File: src/rtl/gin_pe_fifo.sv
// gin_pe_fifo: first-word-fall-through input buffer between one X-bus MCC output and a PE loader.
// Optional macro GIN_FIFO_OCCUPANCY_EN adds a count output and push/pop sanity assertions.
module gin_pe_fifo #(
    parameter int DATA_WIDTH = 64,
    parameter int DEPTH      = 4,
    localparam int ADDR_WIDTH = $clog2(DEPTH)
) (
    input  logic                  clk,
    input  logic                  reset,
    input  logic                  flush,
    input  logic [DATA_WIDTH-1:0] data_in,
    input  logic                  enable_in,
    output logic                  ready_out,
    output logic [DATA_WIDTH-1:0] data_out,
    output logic                  valid_out,
    input  logic                  ready_in,
    output logic                  full,
    output logic                  empty
`ifdef GIN_FIFO_OCCUPANCY_EN
    ,
    output logic [ADDR_WIDTH:0]   count
`endif
);

    localparam logic [ADDR_WIDTH:0] PTR_ONE = {{ADDR_WIDTH{1'b0}}, 1'b1};

    logic [ADDR_WIDTH:0]   r_wr_ptr;
    logic [ADDR_WIDTH:0]   r_rd_ptr;
    logic [DATA_WIDTH-1:0] r_mem [DEPTH];

    logic [ADDR_WIDTH-1:0] w_wr_idx;
    logic [ADDR_WIDTH-1:0] w_rd_idx;
    logic                  w_empty;
    logic                  w_full;
    logic                  w_push;
    logic                  w_pop;

    assign w_wr_idx = r_wr_ptr[ADDR_WIDTH-1:0];
    assign w_rd_idx = r_rd_ptr[ADDR_WIDTH-1:0];

    // Extra wrap bit distinguishes full from empty when the indices coincide.
    assign w_empty = (r_wr_ptr == r_rd_ptr);
    assign w_full  = (w_wr_idx == w_rd_idx) && (r_wr_ptr[ADDR_WIDTH] != r_rd_ptr[ADDR_WIDTH]);

    // ready_out depends only on registered pointers, so no loop back through the MCC.
    assign ready_out = !w_full;
    assign valid_out = !w_empty;
    assign full      = w_full;
    assign empty     = w_empty;

    assign w_push = enable_in && !w_full;
    assign w_pop  = !w_empty && ready_in;

    // Storage is uninitialised, so mask the head to zero whenever nothing is held.
    assign data_out = w_empty ? '0 : r_mem[w_rd_idx];

    always_ff @(posedge clk) begin
        if (w_push) begin
            r_mem[w_wr_idx] <= data_in;
        end
    end

    always_ff @(posedge clk or negedge reset) begin
        if (!reset) begin
            r_wr_ptr <= '0;
            r_rd_ptr <= '0;
        end else if (flush) begin
            r_wr_ptr <= '0;
            r_rd_ptr <= '0;
        end else begin
            if (w_push) begin
                r_wr_ptr <= r_wr_ptr + PTR_ONE;
            end
            if (w_pop) begin
                r_rd_ptr <= r_rd_ptr + PTR_ONE;
            end
        end
    end

`ifdef GIN_FIFO_OCCUPANCY_EN
    assign count = r_wr_ptr - r_rd_ptr;

    a_no_push_when_full: assert property (@(posedge clk) disable iff (!reset) !(w_push && w_full));
    a_no_pop_when_empty: assert property (@(posedge clk) disable iff (!reset) !(w_pop && w_empty));
`endif

endmodule
File: config.mk
export PLATFORM = sky130hd
export DESIGN_NAME = gin_pe_fifo
export DESIGN_NICKNAME = d
export VERILOG_FILES = /design/src/rtl/gin_pe_fifo.sv
export SDC_FILE = /design/constraint.sdc
export NUM_CORES = 1
export LEC_CHECK = 0
export ABC_AREA = 1
export BUFFER_PORTS_ARGS = -buffer_cell sky130_fd_sc_hd__clkbuf_2
export CORE_MARGIN = 4
export CORE_UTILIZATION = 40
export DETAILED_ROUTE_END_ITERATION = 8
export HOLD_SLACK_MARGIN = 0.03
export PLACE_DENSITY = 0.6
export RECOVER_POWER = 100
export SYNTH_ARGS = -nofsm -noshare
export SYNTH_HDL_FRONTEND = slang
export SYNTH_SLANG_ARGS = --single-unit
export TNS_END_PERCENT = 20
File: constraint.sdc
create_clock -name clk -period 7.2 [get_ports clk]
set_input_delay 1.44 -clock clk [delete_from_list [all_inputs] [get_ports clk]]
set_output_delay 1.44 -clock clk [all_outputs]
set_load 0.01 [all_outputs]
# Word level (Yosys, flattened, before mapping)
# Memory sizes are Yosys's and may differ from the RTL's.
# Cells that the tools add are included.
# Widths: inputs -> output; s select.
[totals]
reg_bits = 6
ram_bits = 256
in_bits = 69
out_inout_bits = 68
word_cells = 22
memories = 1
[memory_table]
columns = ["name", "words", "word_bits", "read_ports", "rd_clocked_by_memory_dff", "wr", "line", "text"]
rows = [
  ["r_mem", 4, 64, 1, 0, 1, "29", "logic [DATA_WIDTH-1:0] r_mem [DEPTH];"],
]
[op_classes]
add_sub_neg = 2
n_eq_ne = 3
n_mux = 7
reduce_logical = 7
[ops]
columns = ["cell", "count"]
rows = [
  ["$mux 64", 1],
  ["$mux 3", 4],
  ["$add 3x1->3 const B", 2],
  ["$reduce_bool 2->1", 2],
  ["$eq 3x3->1", 1],
  ["$logic_and 1x1->1", 3],
  ["$eq 2x2->1", 1],
  ["$logic_not 1->1", 2],
  ["$mux 1", 2],
  ["$ne 1x1->1", 1],
]

# Longest topological paths before layout
# Gate-level depths: netlist (run 1).
[logic_depth]
ltp_word = 6
depth_mapped = 9
ltp_nobuf = 7

# Worst setup path after synthesis (run 1)
# OpenSTA, ideal clock, no wires.
[synth_path]
path_type = "in2reg"
from = "input enable_in"
to = "memory r_mem[0][0], enable pin"
setup_ns = 0.486
arrival_time_ns = 4.244
t_required_ns = 6.714
slack_ns = 2.469
path_stages = 2
n_path_buf = 0
path_cell_list = "nand2_1 nor2_1"
[synth_between]
elab_chain_cells = 3
[synth_lines]
columns = ["item", "line", "text"]
rows = [
  ["start, declared", "12", "input logic enable_in,"],
  ["$logic_and 1x1->1", "51", "assign w_push = enable_in && !w_full;"],
  ["$mux 1", "58", "if (w_push) begin"],
  ["$mux 1 (not written as such)", "59", "r_mem[w_wr_idx] <= data_in;"],
  ["end, declared", "29", ""],
]
# No other way between the ends.

# Worst setup path after layout (run 1)
[layout_path]
from = "register r_rd_ptr[0]"
to = "output data_out[24]"
[layout_between]
elab_chain_cells = 2
word_cells_on_any_way = 3
classes_between = "eq/ne: 1; mux: 1; memory: 1"
[layout_lines]
columns = ["item", "line", "text"]
rows = [
  ["start, declared", "28", "logic [ADDR_WIDTH:0] r_rd_ptr;"],
  ["start signal, assigned", "75", "r_rd_ptr <= r_rd_ptr + PTR_ONE;"],
  ["$mem_v2 4x64 or $eq 3x3->1 (tied branches)", "-", ""],
  ["$mux 64 *", "55", "assign data_out = w_empty ? '0 : r_mem[w_rd_idx];"],
  ["end, declared", "14", "output logic [DATA_WIDTH-1:0] data_out,"],
]
# Mark *: on every way between the ends. The rest lies on a longest branch, timed or not.

==> results of run 1 <==
[layout by cell type (no fill, tap or decap)]
cell type,n
xor2_1,2
nand3_1,8
nand3_4,1
o21ai_0,79
nand4_1,6
clkbuf_2,7
inv_1,74
nor2_4,3
clkinvlp_4,2
inv_2,1
inv_4,1
dfrtp_2,1
clkinv_1,3
ha_1,5
clkinv_2,6
clkbuf_16,27
clkbuf_1,139
dfrtp_1,5
bufinv_16,1
clkbuf_8,3
o22ai_1,64
nand2_1,84
edfxtp_1,256
inv_6,1
nor2_1,128
clkinvlp_2,1
o21ai_1,49
buf_4,5
[final cells by class]
class                   count  area [sq um]  area share, %
flip-flops and latches    262          7840           65.3
inverters                  77           293           2.44
multi-input cells         429          2050           17.1
clock buffers              37           743           6.20
repair buffers            144           568           4.74
clock inverters            13          95.1          0.793
well taps                 330           413           3.44
[synth_stat cells]
| cell | instances | area share [%] |
|---|---|---|
| edfxtp_1 | 256 | 74 |
| nor2_1 | 131 | 4.7 |
| nand2_1 | 82 | 3.0 |
| o21ai_0 | 79 | 3.8 |
| inv_1 | 75 | 2.7 |
| o22ai_1 | 64 | 3.8 |
| o21ai_1 | 49 | 2.4 |
| clkbuf_1 | 23 | 0.83 |
| buf_2 | 16 | 0.77 |
| buf_4 | 8 | 0.58 |
| nand3_1 | 7 | 0.34 |
| dfrtp_1 | 6 | 1.4 |
| nand4_1 | 6 | 0.36 |
| ha_1 | 5 | 0.60 |
| buf_6 | 2 | 0.22 |
| inv_2 | 2 | 0.072 |
| nand2_2 | 2 | 0.12 |
| nand3_4 | 2 | 0.34 |
| xor2_1 | 2 | 0.17 |
| clkbuf_2 | 1 | 0.048 |
[per-layer routing]
layer / part of all wire, % / vias up / wire length (um)
met2: 47 / 161 / 10700
met5: 0.11 / - / 25
met4: 1.6 / 4 / 366
met1: 45 / 3157 / 10100
li1: - / 3150 / -
met3: 6.0 / 28 / 1350
[path summary, 6_finish.rpt]
| check | slack [ns] | startpoint | cells after the start | to |
|---|---|---|---|---|
| worst min-delay path | 0.61 | r_wr_ptr[1] | 2 | r_wr_ptr[1] |
| worst max register to register | 2.08 | r_rd_ptr[0] | 7 | r_mem[2][62] |
| worst min register to register | 0.61 | r_wr_ptr[1] | 2 | r_wr_ptr[1] |
| max in group asynchronous | 6.11 | reset | 1 | r_rd_ptr[1] |
| worst max-delay path | 1.79 | r_rd_ptr[0] | 7 | data_out[24] |
| min in group asynchronous | 0.80 | reset | 1 | r_wr_ptr[2] |
[flip-flops by register name (all words and copies together), names as in the netlist]
signal,flops
r_mem,256
r_rd_ptr,3
r_wr_ptr,3
[where the power goes]
| part | switching (W) | internal, W | total [W] |
|---|---|---|---|
| logic | 0.000371 | 0.000150 | 0.000521 |
| registers | 0.0000294 | 0.00175 | 0.00178 |
| clock network | 0.000544 | 0.000757 | 0.00130 |
[worst max-delay path: cells and delay by family (launching register included)]
family	cells	cell delay (ns)
buf+inv	3	0.84
simple gates	4	1.15
flops	1	1.39
[through the flow]
stage               area (sq um)  utilization, %  setup slack (ns)  hold WS (ns)  std cells
floorplan                  10400               -              2.47         0.540        818
global placement           11400            44.7              2.99         0.583       1242
detailed placement         11400            44.7              2.94         0.589       1242
CTS                        12200            48.0              2.37         0.608       1292
global route               12000            47.2              1.45         0.648       1292
finish                     12000            47.2              1.79         0.609       1292
[logic make-up after synthesis]
kind of cell / share of synthesized area, %
AOI/OAI and AO/OA: 9.99
xor gates and xnor gates: 0.168
adders and majority gates: 0.600
buffers and inverters: 5.21
DFF: 75.2
and+or+nand+nor: 8.82
==> metrics.md, run 1 <==
| Metric | Value |
|---|---|
| Status | finished, violations left |
| Violated checks | capacitance limit, slew limit |
| Gate Count Post-Synth | 818 |
| # port buffers | 136 |
| IO Count | 137 |
| Hold Buf Count CTS | 0 |
| Post_cts resized | 0 |
| Via count | 6500 |
| Final wirelength | 22500 um |
| Clk slew on worst S/H paths | 0.06 ns |
| CP cell instances | inv_4, nand2_1, nand2_1, nand3_4, nand2_1, inv_1, clkbuf_1 |
| Iter 0 DRT Violations | 470 |
| Cell area after synthesis | 10400 sq um |
| Routing usage on met3 | 3.21% |
| Number of CTS-inserted buffers | 27 |
| Final Hold Fails | 0 |
| Die Wd | 169 um |
| CP max stage delay | 1.39 ns |
| Die height | 169 um |
| Post-synthesis sequential area ratio | 75.2% |
| Cell Rows | 58 |
| Routed wire per std cell | 17.4 um |
| Initial Util | 41.0% |
| Arr. time, crit path | 3.97 ns |
| TritonCTS clock tree | yes |
| Worst Setup Start Kind | flop |
| Pleak | 4.42 nW |
| Residual DRC | 0 |
| GR Layer Usage met2 | 25.8% |
| FMAX | 185 MHz |
| Worst-Margin Slew | 1.99 ns |
| Slew margin rel. | -33.0% |
| CTS Sinks | 262 |
| Synth warn | 0 |
| Clock root cell | clkbuf_16 |
| Via/cell ratio | 5.03 |
| Max Cap Viol | 3 |
| Post-synth cell types | 20 |
| Period minus WS final | 5.41 ns |
| Final setup violation count | 0 |
| Skew-Pair Late Insertion Delay | 0.52 ns |
| M1 GR Usage | 20.9% |
| CP Max Fanout | 70 |
| Die ar. | 28700 sq um |
| Synth-to-layout area growth | 15.1% |
| Worst min path class | flop to flop |
| N_diodes | 0 |
| GP Congestion | 0.709 |
| GRT overflow | 0 |
| Layout cells sized above 1 | 6.24% |
| Final nets | 1015 |
| Dpl hpwl | 12300 um |
| TNS Setup | 0 ns |
| Critical Path RT | 5.76 ns |
| Largest net degree at the start of global routing | 90 |
| Syn_nets | 892 |
| Clock Skews | 0.0100 ns |
| Worst Setup Path Type | flop to output pin |
| # fillers | 2358 |
| Initial antenna violation count | 2 |
| PwrDens | 300 nW/um^2 |
| Fin crit share | 75.1% |
| Pins Over Slew Limit | 175 |
| H-Tree Depth | 1 |
| Avg Synthesized Cell Area | 12.7 sq um |
| DR pass1 iterations | 5 |
| Tot Pwr | 0.00360 W |
| Maximum clock path buffer count | 3 |
| Post-route ant nets | 0 |
| First-pass GRT wire length | 34900 um |
| Postcts setup bufs | 0 |
| Setup crit end kind | output pin |
| Core Region | 25400 sq um |
| Busiest grt layer | met2 |
| Peak supply drop | 0.185 mV |
| Most used cell, CP | nand2_1 |
| GRT Overall Usage | 15.4% |
| CP max stage cell | dfrtp_1 |
| Synthesis-stage register bit count | 262 |
| RSZ-0062 raised after global routing | false |
| Vias in the first global route | 6220 |
No activity file was read; power rests on OpenSTA's default activity.
==> inputs of run 2 (changes only) <==
--- a/config.mk
+++ b/config.mk
@@ -5,7 +5,7 @@
 export SDC_FILE = /design/constraint.sdc
 export NUM_CORES = 1
 export LEC_CHECK = 0
-export ABC_AREA = 1
+export ABC_AREA = 0
 export BUFFER_PORTS_ARGS = -buffer_cell sky130_fd_sc_hd__clkbuf_2
 export CORE_MARGIN = 4
 export CORE_UTILIZATION = 40
==> constraint.sdc (replaced) <==
create_clock -name clk -period 5.6 [get_ports clk]
set_input_delay 1.12 -clock clk [delete_from_list [all_inputs] [get_ports clk]]
set_output_delay 1.12 -clock clk [all_outputs]
set_load 0.01 [all_outputs]
==> metrics.md, run 2 <==
| Metric | Value |
|---|---|
| Final Hold Fails | 0 (unchanged) |
| Final Util | 47.6% (was 47.2%) |
| Synth warn | 0 (unchanged) |
| Avg Synthesized Cell Area | 21.7 sq um (was 12.7 sq um) |
| Die ar. | 28300 sq um (was 28700 sq um) |
| Largest cells by area after synthesis | edfxtp_1 (75%), mux4_2 (14%), and2_1 (3.9%) (was edfxtp_1 (74%), nor2_1 (4.7%), o22ai_1 (3.8%)) |
| CP Max Fanout | 29 (was 70) |
| Setup crit end kind | output pin (unchanged) |
| Dpl hpwl | 11200 um (was 12300 um) |
| IO Count | 137 (unchanged) |
| Synth-to-layout area growth | 16.9% (was 15.1%) |
| Worst-Margin Slew | 3.55 ns (was 1.99 ns) |
| GRT Overall Usage | 13.9% (was 15.4%) |
| CTS Sinks | 262 (unchanged) |
| Final nets | 693 (was 1015) |
| Commonest cells after routing, fill and taps aside | edfxtp_1 (256), clkbuf_1 (88), mux4_2 (62), clkbuf_2 (59), and2_0 (52) (was edfxtp_1 (256), clkbuf_1 (139), nor2_1 (128), nand2_1 (84), o21ai_0 (79)) |
| Post-route ant nets | 0 (unchanged) |
| Initial Util | 40.7% (was 41.0%) |
| Clock root cell | clkbuf_16 (unchanged) |
| Post-DP Area | 11300 sq um (was 11400 sq um) |
| R2R Path End | r_mem[0][13] (was r_mem[2][62]) |
| RR Startpoint | r_rd_ptr[0] (unchanged) |
| Regs by FF count | r_mem: 256 flops, r_rd_ptr: 3 flops, r_wr_ptr: 3 flops (unchanged) |
| Via count | 4952 (was 6500) |
| Fin crit share | 84.0% |
| # port buffers | 136 (unchanged) |
| Crit path from | r_rd_ptr[0] (unchanged) |
| PwrDens | 530 nW/um^2 (was 300 nW/um^2) |
| Arr. time, crit path | 3.59 ns (was 3.97 ns) |
| Post-synth cell types | 31 (was 20) |
| Ys flop type | edfxtp_1 (unchanged) |
| Max reg flops | 256 (unchanged) |
| Die Wd | 168 um (was 169 um) |
| Worst Setup Start Kind | flop (unchanged) |
| Final setup violation count | 0 (unchanged) |
| Core Region | 25200 sq um (was 25400 sq um) |
| Violated checks | capacitance limit, slew limit (unchanged) |
| Reg2reg path depth | 3 (was 7) |
| Die height | 168 um (was 169 um) |
| Largest net degree at the start of global routing | 72 (was 90) |
| Top cell type's share of synthesized area | 75.0% (was 73.8%) |
| Synthesis-stage register bit count | 262 (unchanged) |
| GP Congestion | 0.735 (was 0.709) |
| Skew-Pair Late Insertion Delay | 0.53 ns (was 0.52 ns) |
| Max Cap Viol | 5 (was 3) |
| Clk slew on worst S/H paths | 0.06 ns (about the same) |
| Syn_nets | 547 (was 892) |
| Postcts setup bufs | 0 (unchanged) |
| Routed wire per std cell | 20.4 um (was 17.4 um) |
| Critical Path RT | 4.48 ns (was 5.76 ns) |
| First-pass GRT wire length | 31000 um (was 34900 um) |
| Cell taking the most area after synthesis | edfxtp_1 (unchanged) |
| Peak supply drop | 0.254 mV (was 0.185 mV) |
| Commonest non-fill, non-tap cell in the layout | edfxtp_1 (unchanged) |
| TNS Setup | 0 ns (unchanged) |
| Via/cell ratio | 5.11 (was 5.03) |
| Internal reg-to-reg setup slack | 1.08 ns (was 2.08 ns) |
| Cell with the most instances after synthesis | edfxtp_1 (unchanged) |
| Most frequent cells after synthesis | edfxtp_1 (256), and2_1 (64), mux4_2 (62) (was edfxtp_1 (256), nor2_1 (131), nand2_1 (82)) |
| Cell Rows | 58 (unchanged) |
| Layout cells sized above 1 | 25.5% (was 6.24%) |
| Gate Count Post-Synth | 473 (was 818) |
| Maximum clock path buffer count | 3 (unchanged) |
| H-Tree Depth | 1 (unchanged) |
| Clock Skews | 0.0189 ns (was 0.0100 ns) |
| Post-route cell area | 12000 sq um (about the same) |
| TritonCTS clock tree | yes (unchanged) |
| Tot Pwr | 0.00635 W (was 0.00360 W) |
| Worst Hold Margin | 0.487 ns (was 0.609 ns) |
| Register with the most flip-flops | r_mem (unchanged) |
| FFs w/ async S/R, synth | 2.29% (unchanged) |
| Post_cts resized | 0 (unchanged) |
| Number of CTS-inserted buffers | 28 (was 27) |
| Initial antenna violation count | 0 (was 2) |
| Iter 0 DRT Violations | 241 (was 470) |
| Final wirelength | 19800 um (was 22500 um) |
| Status | finished, violations left (unchanged) |
| Pleak | 3.87 nW (was 4.42 nW) |
| RSZ-0062 raised after global routing | false (unchanged) |
| Cell area after synthesis | 10300 sq um (was 10400 sq um) |
| DR pass1 iterations | 4 (was 5) |
| GRT overflow | 0 (unchanged) |
| Period minus WS final | 4.71 ns |
| N_diodes | 0 (unchanged) |
| Residual DRC | 0 (unchanged) |
| Hold Buf Count CTS | 0 (unchanged) |
| Worst min path class | input pin to async pin (was flop to flop) |
| # fillers | 2146 (was 2358) |
| Worst Setup EP | data_out[36] (was data_out[24]) |
| Post-synthesis sequential area ratio | 76.5% (was 75.2%) |
| EDFF count, synth | 256 (unchanged) |
| Vias in the first global route | 5484 (was 6220) |
| Worst Setup Path Type | flop to output pin (unchanged) |
| Pins Over Slew Limit | 250 (was 175) |
| Slew margin rel. | -136% (was -33.0%) |
| FMAX | 212 MHz |
-- run 2: cell types whose count changed after synthesis, moves of 8 or more --
| cell | before | now |
|---|---|---|
| nand2_1 | 82 | 4 |
| inv_1 | 75 | 6 |
| o21ai_0 | 79 | 2 |
| o21ai_1 | 49 | 0 |
| mux4_2 | 0 | 62 |
| o22ai_1 | 64 | 0 |
| clkbuf_1 | 23 | 8 |
| buf_4 | 8 | 0 |
| buf_2 | 16 | 8 |
| and2_1 | 0 | 64 |
| nor2_1 | 131 | 0 |
-- run 2: critical path, stage by stage (launching register included) --
cell and delay (ns):
dfrtp_4 0.68, xnor2_1 0.66, nand3_2 0.72, clkbuf_1 0.55, and2_0 0.28, clkbuf_2 0.14
-- run 2: cells by family after synthesis --
| family | synth area share (%) |
|---|---|
| mux | 14.1 |
| fa+ha+maj | 0.610 |
| buf+inv | 1.79 |
| simple gates | 5.36 |
| compound gates | 0.989 |
| flops | 76.5 |
| xor+xnor | 0.659 |
-- run 2: cell type report --
type | instances | area, sq um | share of cell area [%]
well taps | 330 | 413 | 3.45
inverters | 6 | 22.5 | 0.188
clock inverters | 15 | 131 | 1.10
clock buffers | 36 | 731 | 6.10
multi-input cells | 180 | 2230 | 18.6
repair buffers | 141 | 611 | 5.10
flip-flops and latches | 262 | 7850 | 65.5
-- run 2: per-stage QoR --
stage	std cells	setup WS [ns]
floorplan	473	0.374
global placement	919	1.81
detailed placement	919	1.82
CTS	970	1.22
global route	970	0.559
finish	970	0.894
-- run 2: worst min path at each step --
stage | startpoint | to | slack [ns] | cells after the start
floorplan | r_wr_ptr[2] | r_wr_ptr[2] | 0.57 | 2
global placement | r_wr_ptr[2] | r_wr_ptr[2] | 0.61 | 2
detailed placement | r_wr_ptr[2] | r_wr_ptr[2] | 0.63 | 2
CTS | reset | r_rd_ptr[1] | 0.39 | 1
global route | reset | r_rd_ptr[1] | 0.49 | 1
finish | reset | r_rd_ptr[1] | 0.49 | 1
-- run 2: report_power, final --
group | internal, W | total, W | switching (W)
logic | 0.000796 | 0.00194 | 0.00114
registers | 0.00258 | 0.00269 | 0.000111
clock network | 0.00101 | 0.00172 | 0.000706
-- run 2: per-layer routing --
| metal | GRT usage (%) | share of wire, % | vias to the layer above |
|---|---|---|---|
| li1 | - | - | 2221 |
| met1 | 17.7 | 41 | 2580 |
| met2 | 24.3 | 52 | 124 |
| met3 | 2.96 | 5.1 | 27 |
| met4 | 3.63 | 1.9 | 0 |
| met5 | 0 | 0 | - |
